[src/rtl/conv2d_stream_engine.sv]
// conv2d_stream_engine
//   Loads an N x N unsigned image and a K x K unsigned kernel over two
//   valid/ready streams, computes every valid-convolution output in raster
//   order, and streams the requantised, saturated results downstream.
//   mode 0 accumulates one product per cycle (K*K cycles per output).
//   mode 1 accumulates one kernel row per cycle (K cycles per output).
//   Both modes produce bit-identical result sequences.
//
// Ports
//   clk_i      rising-edge clock
//   rst_ni     synchronous active-low reset
//   start_i    job start pulse, honoured only while idle
//   mode_i     0 = single MAC, 1 = row-parallel; latched at start
//   busy_o     high whenever the engine is not idle
//   a_*        image pixel stream, raster order
//   b_*        kernel coefficient stream, raster order
//   c_*        result stream; c_last_o marks the final result of a job
//   done_o     one-cycle pulse after the final result handshake
module conv2d_stream_engine #(
  parameter int DW    = 8,
  parameter int N     = 4,
  parameter int K     = 3,
  parameter int ACC_W = 20,
  parameter int SHIFT = 0
) (
  input  logic          clk_i,
  input  logic          rst_ni,
  input  logic          start_i,
  input  logic          mode_i,
  output logic          busy_o,
  input  logic          a_valid_i,
  input  logic [DW-1:0] a_data_i,
  output logic          a_ready_o,
  input  logic          b_valid_i,
  input  logic [DW-1:0] b_data_i,
  output logic          b_ready_o,
  output logic          c_valid_o,
  output logic [DW-1:0] c_data_o,
  output logic          c_last_o,
  input  logic          c_ready_i,
  output logic          done_o
);

  localparam int NPIX  = N * N;
  localparam int NCOEF = K * K;
  localparam int IW    = (NPIX > 1) ? $clog2(NPIX) : 1;
  localparam int KIW   = (NCOEF > 1) ? $clog2(NCOEF) : 1;
  localparam int AW    = $clog2(NPIX + 1);
  localparam int BW    = $clog2(NCOEF + 1);
  localparam int PW    = $clog2(N + 1);
  localparam int KW    = $clog2(K + 1);

  localparam logic [ACC_W-1:0] MAXV    = ACC_W'((64'd1 << DW) - 64'd1);
  localparam logic [PW-1:0]    LASTPOS = PW'(N - K);
  localparam logic [KW-1:0]    LASTK   = KW'(K - 1);
  localparam logic [AW-1:0]    AFULL   = AW'(NPIX);
  localparam logic [AW-1:0]    ALAST   = AW'(NPIX - 1);
  localparam logic [BW-1:0]    BFULL   = BW'(NCOEF);
  localparam logic [BW-1:0]    BLAST   = BW'(NCOEF - 1);

  typedef enum logic [2:0] {IDLE, LOAD, COMPUTE, OUTPUT, DONE} state_e;

  state_e            stateQ;
  logic              modeQ;
  logic [AW-1:0]     aCntQ;
  logic [BW-1:0]     bCntQ;
  logic [PW-1:0]     rQ, cQ;
  logic [KW-1:0]     iQ, jQ;
  logic [ACC_W-1:0]  accQ;
  logic              busyQ, aReadyQ, bReadyQ, cValidQ, cLastQ, doneQ;
  logic [DW-1:0]     cDataQ;
  logic [DW-1:0]     imgQ [NPIX];
  logic [DW-1:0]     kerQ [NCOEF];

  logic [ACC_W-1:0]  termD, accD, shiftD;
  logic [DW-1:0]     satD;
  logic              lastStepD, lastOutD;

  // Products for the current step. In mode 0 only column jQ of kernel row iQ
  // contributes; in mode 1 the whole row is summed in one cycle. Operands are
  // widened before multiplying so nothing is lost ahead of the accumulator.
  always_comb begin
    termD = '0;
    for (int jj = 0; jj < K; jj++) begin
      if (modeQ || (jj == int'(jQ))) begin
        termD = termD
              + ACC_W'(imgQ[IW'((int'(rQ) + int'(iQ)) * N + int'(cQ) + jj)])
              * ACC_W'(kerQ[KIW'(int'(iQ) * K + jj)]);
      end
    end
    accD      = accQ + termD;
    shiftD    = accD >> SHIFT;
    satD      = (shiftD > MAXV) ? {DW{1'b1}} : shiftD[DW-1:0];
    lastStepD = (iQ == LASTK) && (modeQ || (jQ == LASTK));
    lastOutD  = (rQ == LASTPOS) && (cQ == LASTPOS);
  end

  always_ff @(posedge clk_i) begin
    if (!rst_ni) begin
      stateQ  <= IDLE;
      modeQ   <= 1'b0;
      aCntQ   <= '0;
      bCntQ   <= '0;
      rQ      <= '0;
      cQ      <= '0;
      iQ      <= '0;
      jQ      <= '0;
      accQ    <= '0;
      busyQ   <= 1'b0;
      aReadyQ <= 1'b0;
      bReadyQ <= 1'b0;
      cValidQ <= 1'b0;
      cLastQ  <= 1'b0;
      cDataQ  <= '0;
      doneQ   <= 1'b0;
    end else begin
      case (stateQ)
        IDLE: begin
          if (start_i) begin
            modeQ   <= mode_i;
            stateQ  <= LOAD;
            busyQ   <= 1'b1;
            aReadyQ <= 1'b1;
            bReadyQ <= 1'b1;
            aCntQ   <= '0;
            bCntQ   <= '0;
          end
        end
        LOAD: begin
          if (a_valid_i && aReadyQ) begin
            imgQ[IW'(aCntQ)] <= a_data_i;
            aCntQ            <= aCntQ + AW'(1);
            if (aCntQ == ALAST) aReadyQ <= 1'b0;
          end
          if (b_valid_i && bReadyQ) begin
            kerQ[KIW'(bCntQ)] <= b_data_i;
            bCntQ             <= bCntQ + BW'(1);
            if (bCntQ == BLAST) bReadyQ <= 1'b0;
          end
          // Counters are checked as registered, so COMPUTE starts the cycle
          // after the last transfer lands in the buffers.
          if ((aCntQ == AFULL) && (bCntQ == BFULL)) begin
            stateQ <= COMPUTE;
            accQ   <= '0;
            rQ     <= '0;
            cQ     <= '0;
            iQ     <= '0;
            jQ     <= '0;
          end
        end
        COMPUTE: begin
          accQ <= accD;
          if (lastStepD) begin
            iQ      <= '0;
            jQ      <= '0;
            stateQ  <= OUTPUT;
            cValidQ <= 1'b1;
            cDataQ  <= satD;
            cLastQ  <= lastOutD;
          end else if (!modeQ && (jQ != LASTK)) begin
            jQ <= jQ + KW'(1);
          end else begin
            jQ <= '0;
            iQ <= iQ + KW'(1);
          end
        end
        OUTPUT: begin
          if (c_ready_i) begin
            cValidQ <= 1'b0;
            cLastQ  <= 1'b0;
            if (cLastQ) begin
              stateQ <= DONE;
              doneQ  <= 1'b1;
            end else begin
              stateQ <= COMPUTE;
              accQ   <= '0;
              if (cQ == LASTPOS) begin
                cQ <= '0;
                rQ <= rQ + PW'(1);
              end else begin
                cQ <= cQ + PW'(1);
              end
            end
          end
        end
        DONE: begin
          doneQ  <= 1'b0;
          busyQ  <= 1'b0;
          stateQ <= IDLE;
        end
        default: stateQ <= IDLE;
      endcase
    end
  end

  assign busy_o    = busyQ;
  assign a_ready_o = aReadyQ;
  assign b_ready_o = bReadyQ;
  assign c_valid_o = cValidQ;
  assign c_data_o  = cDataQ;
  assign c_last_o  = cLastQ;
  assign done_o    = doneQ;

endmodule

[config.mk]
export PLATFORM = sky130hd
export DESIGN_NAME = conv2d_stream_engine
export DESIGN_NICKNAME = d
export VERILOG_FILES = /design/src/rtl/conv2d_stream_engine.sv
export SDC_FILE = /design/constraint.sdc
export NUM_CORES = 1
export LEC_CHECK = 0
export BUFFER_PORTS_ARGS = -buffer_cell sky130_fd_sc_hd__buf_4
export CORE_MARGIN = 1
export CORE_UTILIZATION = 40
export DETAILED_ROUTE_END_ITERATION = 16
export GPL_TIMING_DRIVEN = 0
export PLACE_DENSITY_LB_ADDON = 0.12
export REMOVE_ABC_BUFFERS = 1
export SYNTH_ARGS = -nofsm -noshare
export SYNTH_HDL_FRONTEND = slang
export SYNTH_SLANG_ARGS = --single-unit
[constraint.sdc]
create_clock -name clk_i -period 29 [get_ports clk_i]
set_input_delay 5.8 -clock clk_i [delete_from_list [all_inputs] [get_ports clk_i]]
set_output_delay 5.8 -clock clk_i [all_outputs]
set_load 0.05 [all_outputs]
### Word level (Yosys, flattened, before mapping)

Memories as Yosys holds them, arrays and structs flattened.
Cells that the tools add are included.

* add/subtract/negate cells: 15
* multipliers: 4
* magnitude comparators: 1
* eq/ne operators: 27
* mux-type cells: 60
* reduce and logical (&&, ||, !) cells: 35

Operators with widths (number)
* two-way mux 20 bit: 5
* case mux 20 bit (3 select lines): 1
* multiplier 8 x 8 -> 16 bit: 3
* adder 20 x 16 -> 20 bit: 2
* two-way mux 3 bit: 12
* inequality test 2 bit, second input constant: 12
* adder 20 bit: 1
* greater-than comparator 20 x 8 -> 1 bit, second input constant: 1
* AND reduction 4 bit: 5
* two-way mux 1 bit: 18
* adder 4 x 2 -> 4 bit, second input constant: 4
* two-way mux 16 bit: 1
* AND reduction 3 bit: 5
* case mux 1 bit (2 select lines): 6
* case mux 3 bit (2 select lines): 2
* case mux 3 bit (4 select lines): 1
* nonzero test 2 bit: 6
* two-way mux 2 bit: 5
* two-way mux 5 bit: 2
* case mux 5 bit (2 select lines): 1
* == test 3 x 1 -> 1 bit, second input constant: 3
* == test 4 bit, second input constant: 2
* two-way mux 4 bit: 2
* two-way mux 8 bit: 1
* 24 further kinds: 41

* flip-flop bits (word level): 57
* memory bits (writable): 200
* output and inout port bits: 14
* word-level logic and storage cells: 160
* memories: 2

Memory list
* imgQ: words 16, width 8, rd ports 3, clocked after memory_dff 0, wr ports 1, RTL line 72 `logic [DW-1:0] imgQ [NPIX];`
* kerQ: words 9, width 8, rd ports 3, clocked after memory_dff 0, wr ports 1, RTL line 73 `logic [DW-1:0] kerQ [NCOEF];`

### Depth between registers and ports, before layout

An unclocked memory read counts as a cell.

* depth in word-level cells: 12
* gate-level depth with buffers: 59
* gate-level depth less buffers: 55

### Least setup slack after synthesis

OpenSTA, ideal clock, no wires.

* path type: reg2reg
* from: reg iQ[0]
* to: reg cDataQ[0], in the netlist c_data_o[0]
* data arrival time: 14.051 ns
* data required time: 28.930 ns
* setup slack: 14.879 ns
* stages on the path, launching flop included: 56
* buffers on the path: 4
* path through: dfxtp_1 > clkbuf_1 > buf_1 > inv_1 > ha_1 > buf_1 > mux4_2 > mux2_2 > mux2_2 > and2_1 > fa_1 > inv_1 > fa_1 > inv_1 > fa_1 > inv_1 > fa_1 > inv_1 > (+20 left out) > ha_1 > o21a_1 > nor2_1 > a21oi_1 > a211o_1 > o41ai_1 > xnor2_1 > nand2_1 > o21ai_0 > ha_1 > clkbuf_1 > nand2_1 > o21ai_0 > a31oi_1 > o31ai_1 > o311ai_1 > nor4_1 > a21oi_1

* longest elaborated chain between the ends: 12
* elaborated cells on any way between the ends: 23
* those cells by class: 9 x add/sub; 4 x mul; 1 x order compare; 1 x eq/ne; 4 x mux; 2 x reduce/logical; 2 x memory

RTL lines
* start, declared: RTL line 68 `logic [KW-1:0] iQ, jQ;`
* start signal, assigned: RTL line 164 `iQ <= iQ + KW'(1);`
* adder 2 bit: RTL line 87 `+ ACC_W'(imgQ[IW'((int'(rQ) + int'(iQ)) * N + int'(cQ) + jj)])`
* adder 4 x 3 -> 4 bit: RTL line 87
* adder 4 x 2 -> 4 bit or memory read (16 x 8 bit) (tied branches)
* memory read (16 x 8 bit) or multiplier 8 x 8 -> 16 bit (tied branches)
* multiplier 8 x 8 -> 16 bit or two-way mux 16 bit (tied branches): RTL line 88, 85
* adder 20 x 16 -> 20 bit: RTL line 87
* two-way mux 20 bit: RTL line 85 `if (modeQ || (jj == int'(jQ))) begin`
* adder 20 x 16 -> 20 bit: RTL line 87
* two-way mux 20 bit: RTL line 85
* adder 20 bit: RTL line 91 `accD = accQ + termD;`
* greater-than comparator 20 x 8 -> 1 bit: RTL line 93 `satD = (shiftD > MAXV) ? {DW{1'b1}} : shiftD[DW-1:0];`
* two-way mux 8 bit: RTL line 93
* end signal, assigned: RTL line 158 `cDataQ <= satD;`
* end, declared: RTL line 71 `logic [DW-1:0] cDataQ;`

Several ways; a longest one is shown, not always the timed one.
A chain may end at the register's enable or synchronous reset.

### Worst setup path after layout

* from: reg iQ[0]
* to: reg cDataQ[7], in the netlist c_data_o[7]

The elaborated chain is that of the path after synthesis.

==> results_tabular.tex <==
\begin{tabular}{lr}
\hline
Metric & Value \\
\hline
\multicolumn{2}{l}{\textbf{Setup path}} \\
Cell at the slowest stage of the critical path & sky130\_fd\_sc\_hd\_\_dfxtp\_4 \\
Most common cell type on the critical path & sky130\_fd\_sc\_hd\_\_fa\_1 \\
Reg-to-Reg Start & iQ[0] \\
Critical path destination & c\_data\_o[7] \\
Worst setup slack for register-to-register paths & 13.21 ns \\
Max incr delay on CP & 0.87 ns \\
Critical Path Source Type & flop \\
Class of the most critical setup path & flop to flop \\
Crit end category & flop \\
Worst path arrival time & 16.21 ns \\
Reg-to-reg critical path endpoint & c\_data\_o[7] \\
Largest fanout on the critical path & 46 \\
Crit path launch & iQ[0] \\
WP data required & 29.42 ns \\
Length in cells of the worst reg-to-reg path & between 40 and 50 \\
\multicolumn{2}{l}{\textbf{Drt}} \\
First-iteration detailed-routing DRC count & 777 \\
Mean number of vias per cell & 5.47 \\
DRC violations left & 0 \\
Detailed-route wire length per cell & about 21 um \\
Initial DRT Pass Iterations & 7 \\
Number of antenna-violating nets in the routed design & 0 \\
Total number of vias & 14500 \\
Aggregate routed wire length & 54.8 mm \\
\multicolumn{2}{l}{\textbf{Clocking}} \\
Setup bufs post-CTS & 0 \\
Clock root cell & sky130\_fd\_sc\_hd\_\_clkbuf\_16 \\
Clock tree from TritonCTS & built \\
\# clock sinks & 257 \\
Clock network latency to the later pin of the worst-skew pair & 0.58 ns \\
Level count of the clock H-tree & 1 \\
TritonCTS buffer count & 31 \\
Post-CTS sizing & 0 \\
Maximum count of clock buffers along a single path & 3 \\
CTS clock-pin slew for the worst setup and hold paths & $\sim$0.060 ns \\
Count of hold-fix buffers inserted at cts & 0 \\
\multicolumn{2}{l}{\textbf{Logic synthesis}} \\
Post-synthesis cell type with the largest combined area & sky130\_fd\_sc\_hd\_\_edfxtp\_1 \\
Synthesized area divided by synthesized cell count & 11.4 um\^{}2 \\
Library cells used by synthesis & 67 \\
Synth warn & 0 \\
EDFF count, synth & 200 \\
Share of synthesized flip-flops with an asynchronous set or reset & 0\% \\
Predominant post-synthesis flop cell & sky130\_fd\_sc\_hd\_\_edfxtp\_1 \\
Post-synthesis register bit count & 257 \\
Commonest cells in the synthesized netlist & sky130\_fd\_sc\_hd\_\_inv\_1 (236), sky130\_fd\_sc\_hd\_\_edfxtp\_1 (200), sky130\_fd\_sc\_hd\_\_ha\_1 (160) \\
Yosys top cell area share & 27.6\% \\
Register area share after synthesis & 32.8\% \\
Number of standard cells after synthesis & 1912 \\
Largest cells by area after synthesis & sky130\_fd\_sc\_hd\_\_edfxtp\_1 (28\%), sky130\_fd\_sc\_hd\_\_mux4\_2 (15\%), sky130\_fd\_sc\_hd\_\_fa\_1 (13\%) \\
Netlist Area Pre-Place & 21800 um\^{}2 \\
Top-count cell post-synth & sky130\_fd\_sc\_hd\_\_inv\_1 \\
\multicolumn{2}{l}{\textbf{GRT}} \\
Global-route usage over all layers & about a fifth \\
Pin count of the biggest net entering global routing & 59 \\
Number of antenna violations at the first check in global routing & 0 \\
Total congestion overflow & 0 \\
First-pass GRT wire length & 86.6 mm \\
Via count of the first global-routing pass & 15100 \\
\multicolumn{2}{l}{\textbf{Timing}} \\
Final setup violation count & 0 \\
Minimum clock period & between 15 and 20 ns \\
Unrepaired setup endpoints after global routing & no \\
Hold Fails Final Rpt & 0 \\
Highest clock rate & 63.3 MHz \\
Fin Clk Skew & approximately 0.014 ns \\
Relative slew margins & 6.88\% \\
Slew of the pin with the lowest slew margin & between 1 and 1.5 ns \\
Slew Limit Fails & 0 \\
Period utilisation layout & a little over half \\
Fin Setup TNS & 0 ns \\
\multicolumn{2}{l}{\textbf{Worst hold path}} \\
HP Class & flop to flop \\
\multicolumn{2}{l}{\textbf{Run status}} \\
Outcome & finished clean \\
\multicolumn{2}{l}{\textbf{Die}} \\
IO Pins & 37 \\
Number of cell rows & 85 \\
Die extent in x & around 240 um \\
Initial Util & 40.5\% \\
Die area & 55400 um\^{}2 \\
Area of the placeable core & roughly 54000 um\^{}2 \\
Floorplan die height & 235 um \\
\multicolumn{2}{l}{\textbf{Layout}} \\
Antenna cell count & 0 \\
Area of all placed cells without fillers & between 20000 and 25000 um\^{}2 \\
Fraction of layout cells with a size suffix above 1 & 14.0\% \\
NumNets Final & approximately 2200 \\
Synthesis-to-layout area growth & 9.48\% \\
\multicolumn{2}{l}{\textbf{Placed design}} \\
Final weighted congestion in routability-driven placement & $\sim$0.83 \\
Total placed instance area & 22900 um\^{}2 \\
Number of port buffers & 36 \\
HPWL Detailed & 42.4 mm \\
\multicolumn{2}{l}{\textbf{Flow run}} \\
Number of max-cap violations & 0 \\
\hline
\end{tabular}
## layout by cell type, fill, tap and decap left out, drive strengths merged, types with 57 or more instances in the layout
cell	n
ha	160
inv	238
fa	138
edfxtp	200
nand2	152
mux4	152
nor2b	105
a21oi	77
dfxtp	57
and2	63
nor2	102
## flip-flops by register name, indices dropped and copies added (netlist names), 4 cells and up
register	flops
kerQ	72
aCntQ	5
accQ	20
bCntQ	4
imgQ	128
c_data_o	8
## worst min path at each step
stage,start,end,cells past startpoint
detailed placement,done_o,done_o,2
floorplan,accQ[16],accQ[16],2
finish,done_o,done_o,2
global route,done_o,done_o,2
CTS,done_o,done_o,2
global placement,busy_o,busy_o,2
## final cells by class
class / count / area, um^2
inverters: 236 / 886
well taps: 696 / 871
flip-flops and latches: 257 / 7160
repair buffers: 45 / 434
clock buffers: 40 / 810
fillers: 4998 / 30000
clock inverters: 18 / 174
multi-input cells: 1351 / 13500
## through the flow
stage	hold WS (ns)	utilization [%]	setup WS (ns)	std cells
finish	0.469	44.3	13.21	2643
CTS	0.473	44.3	12.74	2643
global route	0.494	44.3	12.23	2643
floorplan	0.445	-	12.96	1844
detailed placement	0.459	42.5	12.79	2585
global placement	0.457	42.1	10.46	2576
## critical path, delay by kind of cell, from the launching register on
family          cells  cell delay [ns]
xor+xnor            6             1.57
fa+ha+maj          18             7.89
flops               1             0.87
buf+inv             8             0.42
mux                 1             0.85
simple gates        5             0.91
compound gates     11             3.09
## per-layer routing
metal	wire, um	GRT usage, %	share of wire, %	vias to the layer above
met1	24100	26.3	44	7330
li1	-	-	-	6856
met2	28000	36.6	51	223
met5	0	0	0	-
met3	1700	1.74	3.1	58
met4	1000	4.30	1.8	0
## logic make-up (layout without fill, tap and decap cells)
| logic type | Yosys count | after routing | synth area share [%] |
|---|---|---|---|
| adder cells (fa/ha/maj) | 298 | 298 | 21.9 |
| AO/OA/AOI/OAI | 251 | 251 | 7.28 |
| AND/OR/NAND/NOR | 561 | 561 | 13.0 |
| multiplexers | 188 | 188 | 17.5 |
| buffers and inverters | 304 | 339 | 5.33 |
| flip-flops | 257 | 257 | 32.8 |
| XOR/XNOR | 53 | 53 | 2.25 |
Power is left out: the tool's default activity adds up to more than one toggle a clock period on the data nets, which glitch-free logic cannot reach.
